==> config.mk <==
export PLATFORM = sky130hd
export DESIGN_NAME = mod_neuron_worker
export DESIGN_NICKNAME = d
export VERILOG_FILES = /design/src/rtl/mod_neuron_worker_pkg.sv /design/src/rtl/mod_mac_sat.sv /design/src/rtl/mod_neuron_worker.sv
export SDC_FILE = /design/constraint.sdc
export NUM_CORES = 1
export LEC_CHECK = 0
export ABC_CLOCK_PERIOD_IN_PS = 4400
export CAP_MARGIN = 0
export CORE_MARGIN = 1.5
export CORE_UTILIZATION = 31
export DETAILED_ROUTE_END_ITERATION = 8
export SYNTH_ARGS = -nofsm -noshare
export SYNTH_HDL_FRONTEND = slang
export SYNTH_SLANG_ARGS = --single-unit
==> constraint.sdc <==
create_clock -name clk -period 4.4 [get_ports clk]
set_input_delay 1.32 -clock clk [delete_from_list [all_inputs] [get_ports clk]]
set_output_delay 1.32 -clock clk [all_outputs]
set_load 0.02 [all_outputs]
==> src/rtl/mod_neuron_worker_pkg.sv <==
// -----------------------------------------------------------------------------
// mod_neuron_worker_pkg
// Shared definitions for the neuron worker lane:
//   - FSM state encodings (plain 3-bit constants so existing decoders that
//     match on the raw values keep working)
//   - helpers that derive the signed saturation bounds from a data width
// No ports; imported by mod_neuron_worker and mod_mac_sat.
// -----------------------------------------------------------------------------
package mod_neuron_worker_pkg;

  localparam logic [2:0] IDLE   = 3'd0;
  localparam logic [2:0] FETCH  = 3'd1;
  localparam logic [2:0] DRAIN  = 3'd2;
  localparam logic [2:0] RESULT = 3'd3;
  localparam logic [2:0] DONE   = 3'd4;

  // Largest value representable in a w-bit two's complement word.
  function automatic int sat_hi(input int w);
    return (1 << (w - 1)) - 1;
  endfunction

  // Smallest value representable in a w-bit two's complement word.
  function automatic int sat_lo(input int w);
    return -(1 << (w - 1));
  endfunction

endpackage

==> src/rtl/mod_mac_sat.sv <==
// -----------------------------------------------------------------------------
// mod_mac_sat
// Signed multiply-accumulate with synchronous clear, followed by the
// threshold compare and shift/saturate output stage.
// Ports:
//   clk, rst_n   clock and asynchronous active-low reset
//   clr          clears accumulator and both result registers (highest priority)
//   acc_en       acc += a * b (full-precision signed product)
//   res_en       registers spike and the saturated, shifted accumulator
//   a, b         signed DATA_W operands
//   thresh       signed ACC_W firing threshold
//   sat_out      registered saturated result
//   spike        registered (acc >= thresh)
// -----------------------------------------------------------------------------
module mod_mac_sat
  import mod_neuron_worker_pkg::*;
#(
  parameter int DATA_W = 8,
  parameter int ACC_W  = 20,
  parameter int SHIFT  = 4
) (
  input  logic                     clk,
  input  logic                     rst_n,
  input  logic                     clr,
  input  logic                     acc_en,
  input  logic                     res_en,
  input  logic signed [DATA_W-1:0] a,
  input  logic signed [DATA_W-1:0] b,
  input  logic signed [ACC_W-1:0]  thresh,
  output logic signed [DATA_W-1:0] sat_out,
  output logic                     spike
);

  localparam int PROD_W = 2 * DATA_W;
  localparam logic signed [ACC_W-1:0] HI_A = ACC_W'(sat_hi(DATA_W));
  localparam logic signed [ACC_W-1:0] LO_A = ACC_W'(sat_lo(DATA_W));

  logic signed [PROD_W-1:0] a_ext;
  logic signed [PROD_W-1:0] b_ext;
  logic signed [PROD_W-1:0] prod;
  logic signed [ACC_W-1:0]  prod_ext;
  logic signed [ACC_W-1:0]  shifted;
  logic signed [DATA_W-1:0] sat_val;

  logic signed [ACC_W-1:0]  acc_q, acc_d;
  logic signed [DATA_W-1:0] out_q, out_d;
  logic                     spike_q, spike_d;

  // Operands are widened before the multiply so the product is exact.
  assign a_ext    = {{DATA_W{a[DATA_W-1]}}, a};
  assign b_ext    = {{DATA_W{b[DATA_W-1]}}, b};
  assign prod     = a_ext * b_ext;
  assign prod_ext = {{(ACC_W - PROD_W){prod[PROD_W-1]}}, prod};
  assign shifted  = acc_q >>> SHIFT;

  always_comb begin
    sat_val = shifted[DATA_W-1:0];
    if (shifted > HI_A) begin
      sat_val = HI_A[DATA_W-1:0];
    end else if (shifted < LO_A) begin
      sat_val = LO_A[DATA_W-1:0];
    end
  end

  always_comb begin
    acc_d   = acc_q;
    out_d   = out_q;
    spike_d = spike_q;
    if (clr) begin
      acc_d   = '0;
      out_d   = '0;
      spike_d = 1'b0;
    end else begin
      if (acc_en) begin
        acc_d = acc_q + prod_ext;
      end
      if (res_en) begin
        out_d   = sat_val;
        spike_d = (acc_q >= thresh);
      end
    end
  end

  always_ff @(posedge clk or negedge rst_n) begin
    if (!rst_n) begin
      acc_q   <= '0;
      out_q   <= '0;
      spike_q <= 1'b0;
    end else begin
      acc_q   <= acc_d;
      out_q   <= out_d;
      spike_q <= spike_d;
    end
  end

  assign sat_out = out_q;
  assign spike   = spike_q;

endmodule

==> src/rtl/mod_neuron_worker.sv <==
// -----------------------------------------------------------------------------
// mod_neuron_worker
// One neuron lane. On a resetEverything pulse it reads NUM_INPUTS
// (input, weight) pairs from synapse memory, accumulates their signed
// products, then registers a threshold spike and a shifted/saturated output
// and raises finishedOp (a level) until critical drops or a new op starts.
// Ports:
//   clk, rst_n          clock, asynchronous active-low reset
//   resetEverything     clear/start pulse (priority over everything)
//   critical            operation window; low aborts the op / ends DONE
//   thresholdIn         signed threshold, latched on resetEverything
//   memRdEn, memAddr    synapse read strobe and address
//   inputData           signed sample, valid the cycle after memRdEn
//   weightData          signed weight, valid the cycle after memRdEn
//   neuronOut, spike    registered results
//   finishedOp          result valid level
// -----------------------------------------------------------------------------
module mod_neuron_worker
  import mod_neuron_worker_pkg::*;
#(
  parameter int NUM_INPUTS = 16,
  parameter int DATA_W     = 8,
  parameter int ADDR_W     = 4,
  parameter int SHIFT      = 4,
  parameter int ACC_W      = 2 * DATA_W + ADDR_W
) (
  input  logic              clk,
  input  logic              rst_n,
  input  logic              resetEverything,
  input  logic              critical,
  input  logic [ACC_W-1:0]  thresholdIn,
  output logic              memRdEn,
  output logic [ADDR_W-1:0] memAddr,
  input  logic [DATA_W-1:0] inputData,
  input  logic [DATA_W-1:0] weightData,
  output logic [DATA_W-1:0] neuronOut,
  output logic              spike,
  output logic              finishedOp
);

  localparam logic [ADDR_W-1:0] LAST_ADDR = ADDR_W'(NUM_INPUTS - 1);

  logic [2:0]        state_q, state_d;
  logic [ADDR_W-1:0] addr_q, addr_d;
  logic              rd_en_q, rd_en_d;
  logic              data_vld_q, data_vld_d;
  logic [ACC_W-1:0]  thr_q, thr_d;
  logic              fin_q, fin_d;

  logic              mac_clr;
  logic              mac_acc_en;
  logic              mac_res_en;
  logic [DATA_W-1:0] mac_out;

  always_comb begin
    state_d    = state_q;
    addr_d     = addr_q;
    rd_en_d    = 1'b0;
    thr_d      = thr_q;
    fin_d      = fin_q;
    // Memory returns data one cycle after the strobe.
    data_vld_d = rd_en_q;
    mac_clr    = 1'b0;
    mac_acc_en = 1'b0;
    mac_res_en = 1'b0;

    if (resetEverything) begin
      state_d    = FETCH;
      addr_d     = '0;
      rd_en_d    = 1'b1;
      thr_d      = thresholdIn;
      fin_d      = 1'b0;
      mac_clr    = 1'b1;
      // The read issued this cycle belongs to the old op; drop its data.
      data_vld_d = 1'b0;
    end else begin
      case (state_q)
        IDLE: begin
          // Memory data is ignored; wait for the next start pulse.
        end
        FETCH: begin
          if (!critical) begin
            state_d = IDLE;
          end else begin
            mac_acc_en = data_vld_q;
            if (addr_q == LAST_ADDR) begin
              state_d = DRAIN;
            end else begin
              addr_d  = addr_q + ADDR_W'(1);
              rd_en_d = 1'b1;
            end
          end
        end
        DRAIN: begin
          if (!critical) begin
            state_d = IDLE;
          end else begin
            mac_acc_en = data_vld_q;
            state_d    = RESULT;
          end
        end
        RESULT: begin
          if (!critical) begin
            state_d = IDLE;
          end else begin
            mac_res_en = 1'b1;
            fin_d      = 1'b1;
            state_d    = DONE;
          end
        end
        DONE: begin
          if (!critical) begin
            state_d = IDLE;
            fin_d   = 1'b0;
          end
        end
        default: begin
          state_d = IDLE;
          fin_d   = 1'b0;
        end
      endcase
    end
  end

  always_ff @(posedge clk or negedge rst_n) begin
    if (!rst_n) begin
      state_q    <= IDLE;
      addr_q     <= '0;
      rd_en_q    <= 1'b0;
      data_vld_q <= 1'b0;
      thr_q      <= '0;
      fin_q      <= 1'b0;
    end else begin
      state_q    <= state_d;
      addr_q     <= addr_d;
      rd_en_q    <= rd_en_d;
      data_vld_q <= data_vld_d;
      thr_q      <= thr_d;
      fin_q      <= fin_d;
    end
  end

  mod_mac_sat #(
    .DATA_W (DATA_W),
    .ACC_W  (ACC_W),
    .SHIFT  (SHIFT)
  ) u_mac (
    .clk     (clk),
    .rst_n   (rst_n),
    .clr     (mac_clr),
    .acc_en  (mac_acc_en),
    .res_en  (mac_res_en),
    .a       (inputData),
    .b       (weightData),
    .thresh  (thr_q),
    .sat_out (mac_out),
    .spike   (spike)
  );

  assign memRdEn    = rd_en_q;
  assign memAddr    = addr_q;
  assign neuronOut  = mac_out;
  assign finishedOp = fin_q;

endmodule

* Word-level counts from Yosys, hierarchy flattened *
Index checks and enable logic that the tools add are counted.

word-level totals
  register bits after elaboration = 59
  bits of input ports = 40
  output and inout bits = 15
  logic and storage cells = 71

operators by class
  add/sub/neg operators = 2
  multipliers = 1
  magnitude comparators = 3
  equality and inequality tests = 11
  mux-type cells = 35
  reduce and logical (&&, ||, !) cells = 10

operators by type and width
  cell                                                                           number
  20-bit 2-to-1 mux                                                              2
  8-bit 2-to-1 mux                                                               4
  20-bit by 16-bit adder with 20-bit output                                      1
  20-bit greater-or-equal comparator                                             1
  1-bit 2-to-1 mux                                                               17
  16-bit by 8-bit > comparator with 1-bit output, second input constant          1
  16-bit by 8-bit less-than comparator with 1-bit output, second input constant  1
  8-bit by 8-bit multiplier with 16-bit output                                   1
  4-bit 2-to-1 mux                                                               4
  3-bit 2-to-1 mux                                                               5
  3-bit one-hot mux with 5 select lines                                          1
  3-bit AND reduction                                                            3
  2-bit nonzero test                                                             4
  3-bit by 2-bit equality test with 1-bit output, second input constant          2
  3-bit inequality test, second input constant                                   2
  4-bit by 1-bit adder with 4-bit output, second input constant                  1
  4-bit equality test, second input constant                                     1
  2-bit inequality test, second input constant                                   2
  4-bit inequality test, second input constant                                   1
  3-bit by 1-bit equality test with 1-bit output, second input constant          1
  3-bit equality test, second input constant                                     1
  3-bit zero test                                                                1
  1-bit one-hot mux with 3 select lines                                          1
  3-bit OR reduction                                                             1
  3 further kinds                                                                3

* Depth between registers and ports, before layout *
  depth after elaboration = 6
  mapped depth = 19
  depth with buffers taken out = 18

* Modules after synthesis *
From an unflattened synthesis, not the netlist that was laid out.

unflattened totals
  cells, all modules = 650
  area total of the unflattened synthesis = 6518.8 um^2

modules (own cells, without submodules)
  module             times used  cells each  area an instance (um^2)  seq. area each (um^2)
  mod_mac_sat        1           557         5267.6                   725.7
  mod_neuron_worker  1           93          1251.2                   750.7

* Worst setup path after synthesis *
No wires, ideal clock.

  path type = input port to flip-flop
  from = in weightData[1]
  to = reg u_mac.acc_q[19]
  setup time = 0.090 ns
  arrival = 5.886 ns
  data required time = 4.310 ns
  path slack = -1.575 ns
  cell stages on the path = 16
  buffers on the path = 1
  cell sequence = clkbuf_1 -> and2_1 -> fa_1 -> inv_1 -> fa_1 -> inv_1 -> fa_1 -> fa_1 -> ha_1 -> ha_1 -> a211oi_1 -> nor2_1 -> o31a_1 -> a211oi_2 -> mux4_2 -> o2111ai_1

between the ends
  cells in the longest elaborated chain, start to end = 4

ends and longest elaborated chain
  item                                          RTL line                 text
  start, declared                               mod_neuron_worker.sv:35  input logic [DATA_W-1:0] weightData,
  8-bit by 8-bit multiplier with 16-bit output  mod_mac_sat.sv:52        assign prod = a_ext * b_ext;
  20-bit by 16-bit adder with 20-bit output     mod_mac_sat.sv:75        acc_d = acc_q + prod_ext;
  20-bit 2-to-1 mux                             mod_mac_sat.sv:74        if (acc_en) begin
  20-bit 2-to-1 mux                             mod_mac_sat.sv:69        if (clr) begin
  end signal, assigned                          mod_mac_sat.sv:86        acc_q <= '0;
  end signal, assigned                          mod_mac_sat.sv:90        acc_q <= acc_d;
  end, declared                                 mod_mac_sat.sv:45        logic signed [ACC_W-1:0] acc_q, acc_d;

No other way between the ends. The select of a mux whose other input is x is not followed.
A chain may end at the register's enable or synchronous reset.

* Worst setup path in the final report *
  from = in inputData[7]
  to = reg u_mac.acc_q[19]

between the ends
  cells in the longest elaborated chain, start to end = 4

ends and longest elaborated chain
  item                                          RTL line                 text
  start, declared                               mod_neuron_worker.sv:34  input logic [DATA_W-1:0] inputData,
  8-bit by 8-bit multiplier with 16-bit output  mod_mac_sat.sv:52
  20-bit by 16-bit adder with 20-bit output     mod_mac_sat.sv:75
  20-bit 2-to-1 mux                             mod_mac_sat.sv:74
  20-bit 2-to-1 mux                             mod_mac_sat.sv:69

No other way between the ends. The select of a mux whose other input is x is not followed.

==> results_dict.tcl <==
set metrics [dict create \
    synth.area.mux_share_pct 0.842 \
    grt_pass1_vias 5571 \
    hp-class "flip-flop to flip-flop" \
    worstSetupEndpoint "u_mac.acc_q[19]" \
    finalCritPeriodShare_pct 120 \
    core-area_sq_um 20400 \
    dp_hpwl_um 12500 \
    seqPwrFrac_pct 9.9 \
    async_flop_share_pct 100 \
    min_period_ns 5.27 \
    r2r-end "u_mac.acc_q[19]" \
    critPathSlowestCell "fa_2" \
    synth-simple-area-share_pct 15.8 \
    track_usage_pct 15.1 \
    route.detailed.drc 0 \
    hp-start "u_mac.sat_out[6]" \
    p_int_w 0.00385 \
    postLayoutCoreUtil_pct 43.4 \
    drive_gt1_share_pct 26.4 \
    die_y_um 148 \
    rsz0062_at_grt "true" \
    finalNonFillerCells 1125 \
    maxCapViolations 0 \
    synth_fp_nets 896 \
    ys_ff_latch 59 \
    net-switching-power_w 0.00278 \
    port_buffers 54 \
    yosys_warnings 0 \
    start_util_pct 32.0 \
    cp_max_fo 6 \
    place_area_sq_um 8210 \
    grt_overflow 0 \
    slew_violations 0 \
    final-setup-viol-count 14 \
    ys_seq_area_share_pct 22.6 \
    detail_route.wl_per_cell_um 13.6 \
    violations "setup timing" \
    mostFrequentLayoutCells "inv_1, buf_4, fa_1" \
    htree_levels 3 \
    placement_rows 52 \
    power.density_nw_per_um2 749 \
    firstDrtPassIters 4 \
    skew_ns 0.00744 \
    ir_drop_mv 0.485 \
    layout.nets 1046 \
    synth_cell_types 51 \
    max_freq_ghz 0.190 \
    p_leak_nw 4.22 \
    slowest_delay_ns 0.61 \
    hold_ws_ns 0.483 \
    grt_max_degree 51 \
    tightest_slew_ns 0.985 \
    placed_cells 1093 \
    setup.worst_path.start "inputData[7]" \
    cts.clk_slew.worst_paths_ns 0.05 \
    clock_power_share_pct 9.4 \
    synth_edf_count 0 \
    slew_headroom_pct 34.0 \
    synth_area_leaders "fa_1, dfrtp_1, ha_1, inv_1, nand2_1" \
    antenna_found_initial 0 \
    gp_congestion 0.785 \
    cts_made_buffers 9 \
    ant_nets 0 \
    cts_num_sinks 59 \
    crit_chain "buf_8 > buf_4 > and2_1 > fa_1 > inv_2 > fa_2 > inv_4 > fa_1 > inv_2 > fa_1 > inv_2 > ha_4 > ha_4 > or3_4 > a211oi_2 > mux4_2 > o2111ai_2" \
    layout_commonest_cell "inv_1" \
    cp-end-kind "flip-flop" \
    required_ns 4.64 \
    switching_share_pct 41.9 \
    synth_fa_ha_area_share_pct 39.8 \
    first_iter_violations 172 \
    fp.dieArea_sq_um 22000 \
    ios 55 \
    critical_path.startpoint_type "input pin" \
    r2r_cells 17 \
    synth-compound-area-share_pct 11.1 \
    r2r-start "u_mac.acc_q[6]" \
    clk_latency_ns 0.33 \
    synth_area_leader_cell "fa_1" \
    synth_top_family_by_area "adder cells" \
    cts.path.max_buffers 2 \
    via_per_inst 4.66 \
    cts_hold_buf 0 \
    criticalPathCategory "input pin to flip-flop" \
    netlist_instances 701 \
    cts_tree "done" \
    outcome "complete, but fails checks" \
    hold_viol 0 \
    yosysTopAreaCellShare_pct 26.9 \
    postLayoutSetupSlackWorst_ns -0.871 \
    num_antenna_cells 0 \
    drt-total-wl_um 15300 \
    synth-main-ff-cell "dfrtp_1" \
    die_w_um 148 \
    arrival_ns 5.51 \
    cts-root-buf "clkbuf_16" \
    area_growth_pct 35.6 \
    final_area_sq_um 8860 \
    netlist_area_sq_um 6540 \
    power_frac_comb_pct 80.7 \
    grt_pass1_wl_um 26600 \
    r2r_slack_ns -0.05 \
    synth.avg_cell_area_sq_um 9.33 \
    vias 5237 \
    synth_xor_area_share_pct 1.74 \
]
-- sequential cells by signal, summed over array words and instances (netlist names) --
register / flops
u_mac.sat_out: 8
state_q: 3
memRdEn: 1
u_mac.acc_q: 20
finishedOp: 1
memAddr: 4
u_mac.spike: 1
thr_q: 20
data_vld_q: 1
-- area by class of cell --
type	count	area, sq um
repair buffers	154	1300
fillers	1990	11600
inverters	126	478
clock inverters	3	15.0
flip-flops and latches	59	1480
clock buffers	12	246
well taps	270	338
multi-input cells	501	5010
-- metal layers --
layer | share of wire, % | global-route usage (%) | routed length [um] | vias to the layer above
met1 | 43 | 18.8 | 6640 | 2600
li1 | - | - | - | 2569
met5 | 0 | 0 | 0 | -
met4 | 0.96 | 2.72 | 148 | 0
met3 | 2.4 | 2.67 | 372 | 10
met2 | 53 | 27.6 | 8190 | 58
-- how the worst min path moves through the flow --
stage,to,slack [ns],cells after the start
after floorplan,thr_q[0],0.49,1
after global placement,u_mac.sat_out[6],0.47,2
after detailed placement,u_mac.sat_out[6],0.47,2
after CTS,u_mac.sat_out[6],0.49,2
after global routing,u_mac.sat_out[2],0.53,2
final,u_mac.sat_out[6],0.48,2
-- synth_stat cells, types with 3 or more instances --
cell	instances
xor2_1	3
a21oi_1	24
a211oi_1	10
nand3_1	12
nor3_1	8
nor2_1	36
o21ai_0	39
nand2_1	86
nor4_1	3
a31oi_1	4
a21o_1	4
xnor2_1	10
and2_1	33
dfrtp_1	59
nand4_1	7
ha_1	67
o21a_1	7
nor2b_1	6
or3_1	4
clkbuf_1	10
fa_1	88
and3_1	9
inv_1	125
nand2b_1	8
-- cell families after synthesis --
logic type / count (synthesis)
flip-flops: 59
buffers and inverters: 141
multiplexers: 4
adder cells (fa/ha/maj): 155
XOR/XNOR: 13
AO/OA/AOI/OAI: 113
AND/OR/NAND/NOR: 216
-- power groups by stage --
stage	clock, W	sequential (W)	combinational [W]
CTS	0.000639	0.000662	0.00506
global route	0.000667	0.000667	0.00602
global placement	0	0.000671	0.00472
finish	0.000624	0.000659	0.00535
detailed placement	0	0.000671	0.00478
floorplan	0	0.000661	0.00325
-- critical path: cells and delay by family --
kind / cells / cell delay (ns)
muxes: 1 / 0.34
adders and majority gates: 6 / 2.54
buffers and inverters: 6 / 0.47
AOI/OAI and AO/OA: 2 / 0.30
and+or+nand+nor: 2 / 0.53
-- metrics by stage --
| step | setup WS, ns | TNS, ns | total power (W) |
|---|---|---|---|
| 2_1_floorplan | -0.938 | -10.25 | 0.00391 |
| 3_3_place_gp | -1.70 | -23.13 | 0.00539 |
| 3_5_place_dp | -1.75 | -23.48 | 0.00545 |
| 4_1_cts | -1.04 | -11.31 | 0.00636 |
| 5_1_grt | -1.03 | -12.25 | 0.00735 |
| 6_report | -0.871 | -9.75 | 0.00664 |
-- timing repair --
action | in CTS | in global routing
gates resized for setup | 106 | 56
pin swaps | 56 | 61
endpoints found under the setup margin | 16 | 15
setup buffers | 15 | 5
gates cloned | 0 | 0
(Power assumes the default switching activity.)
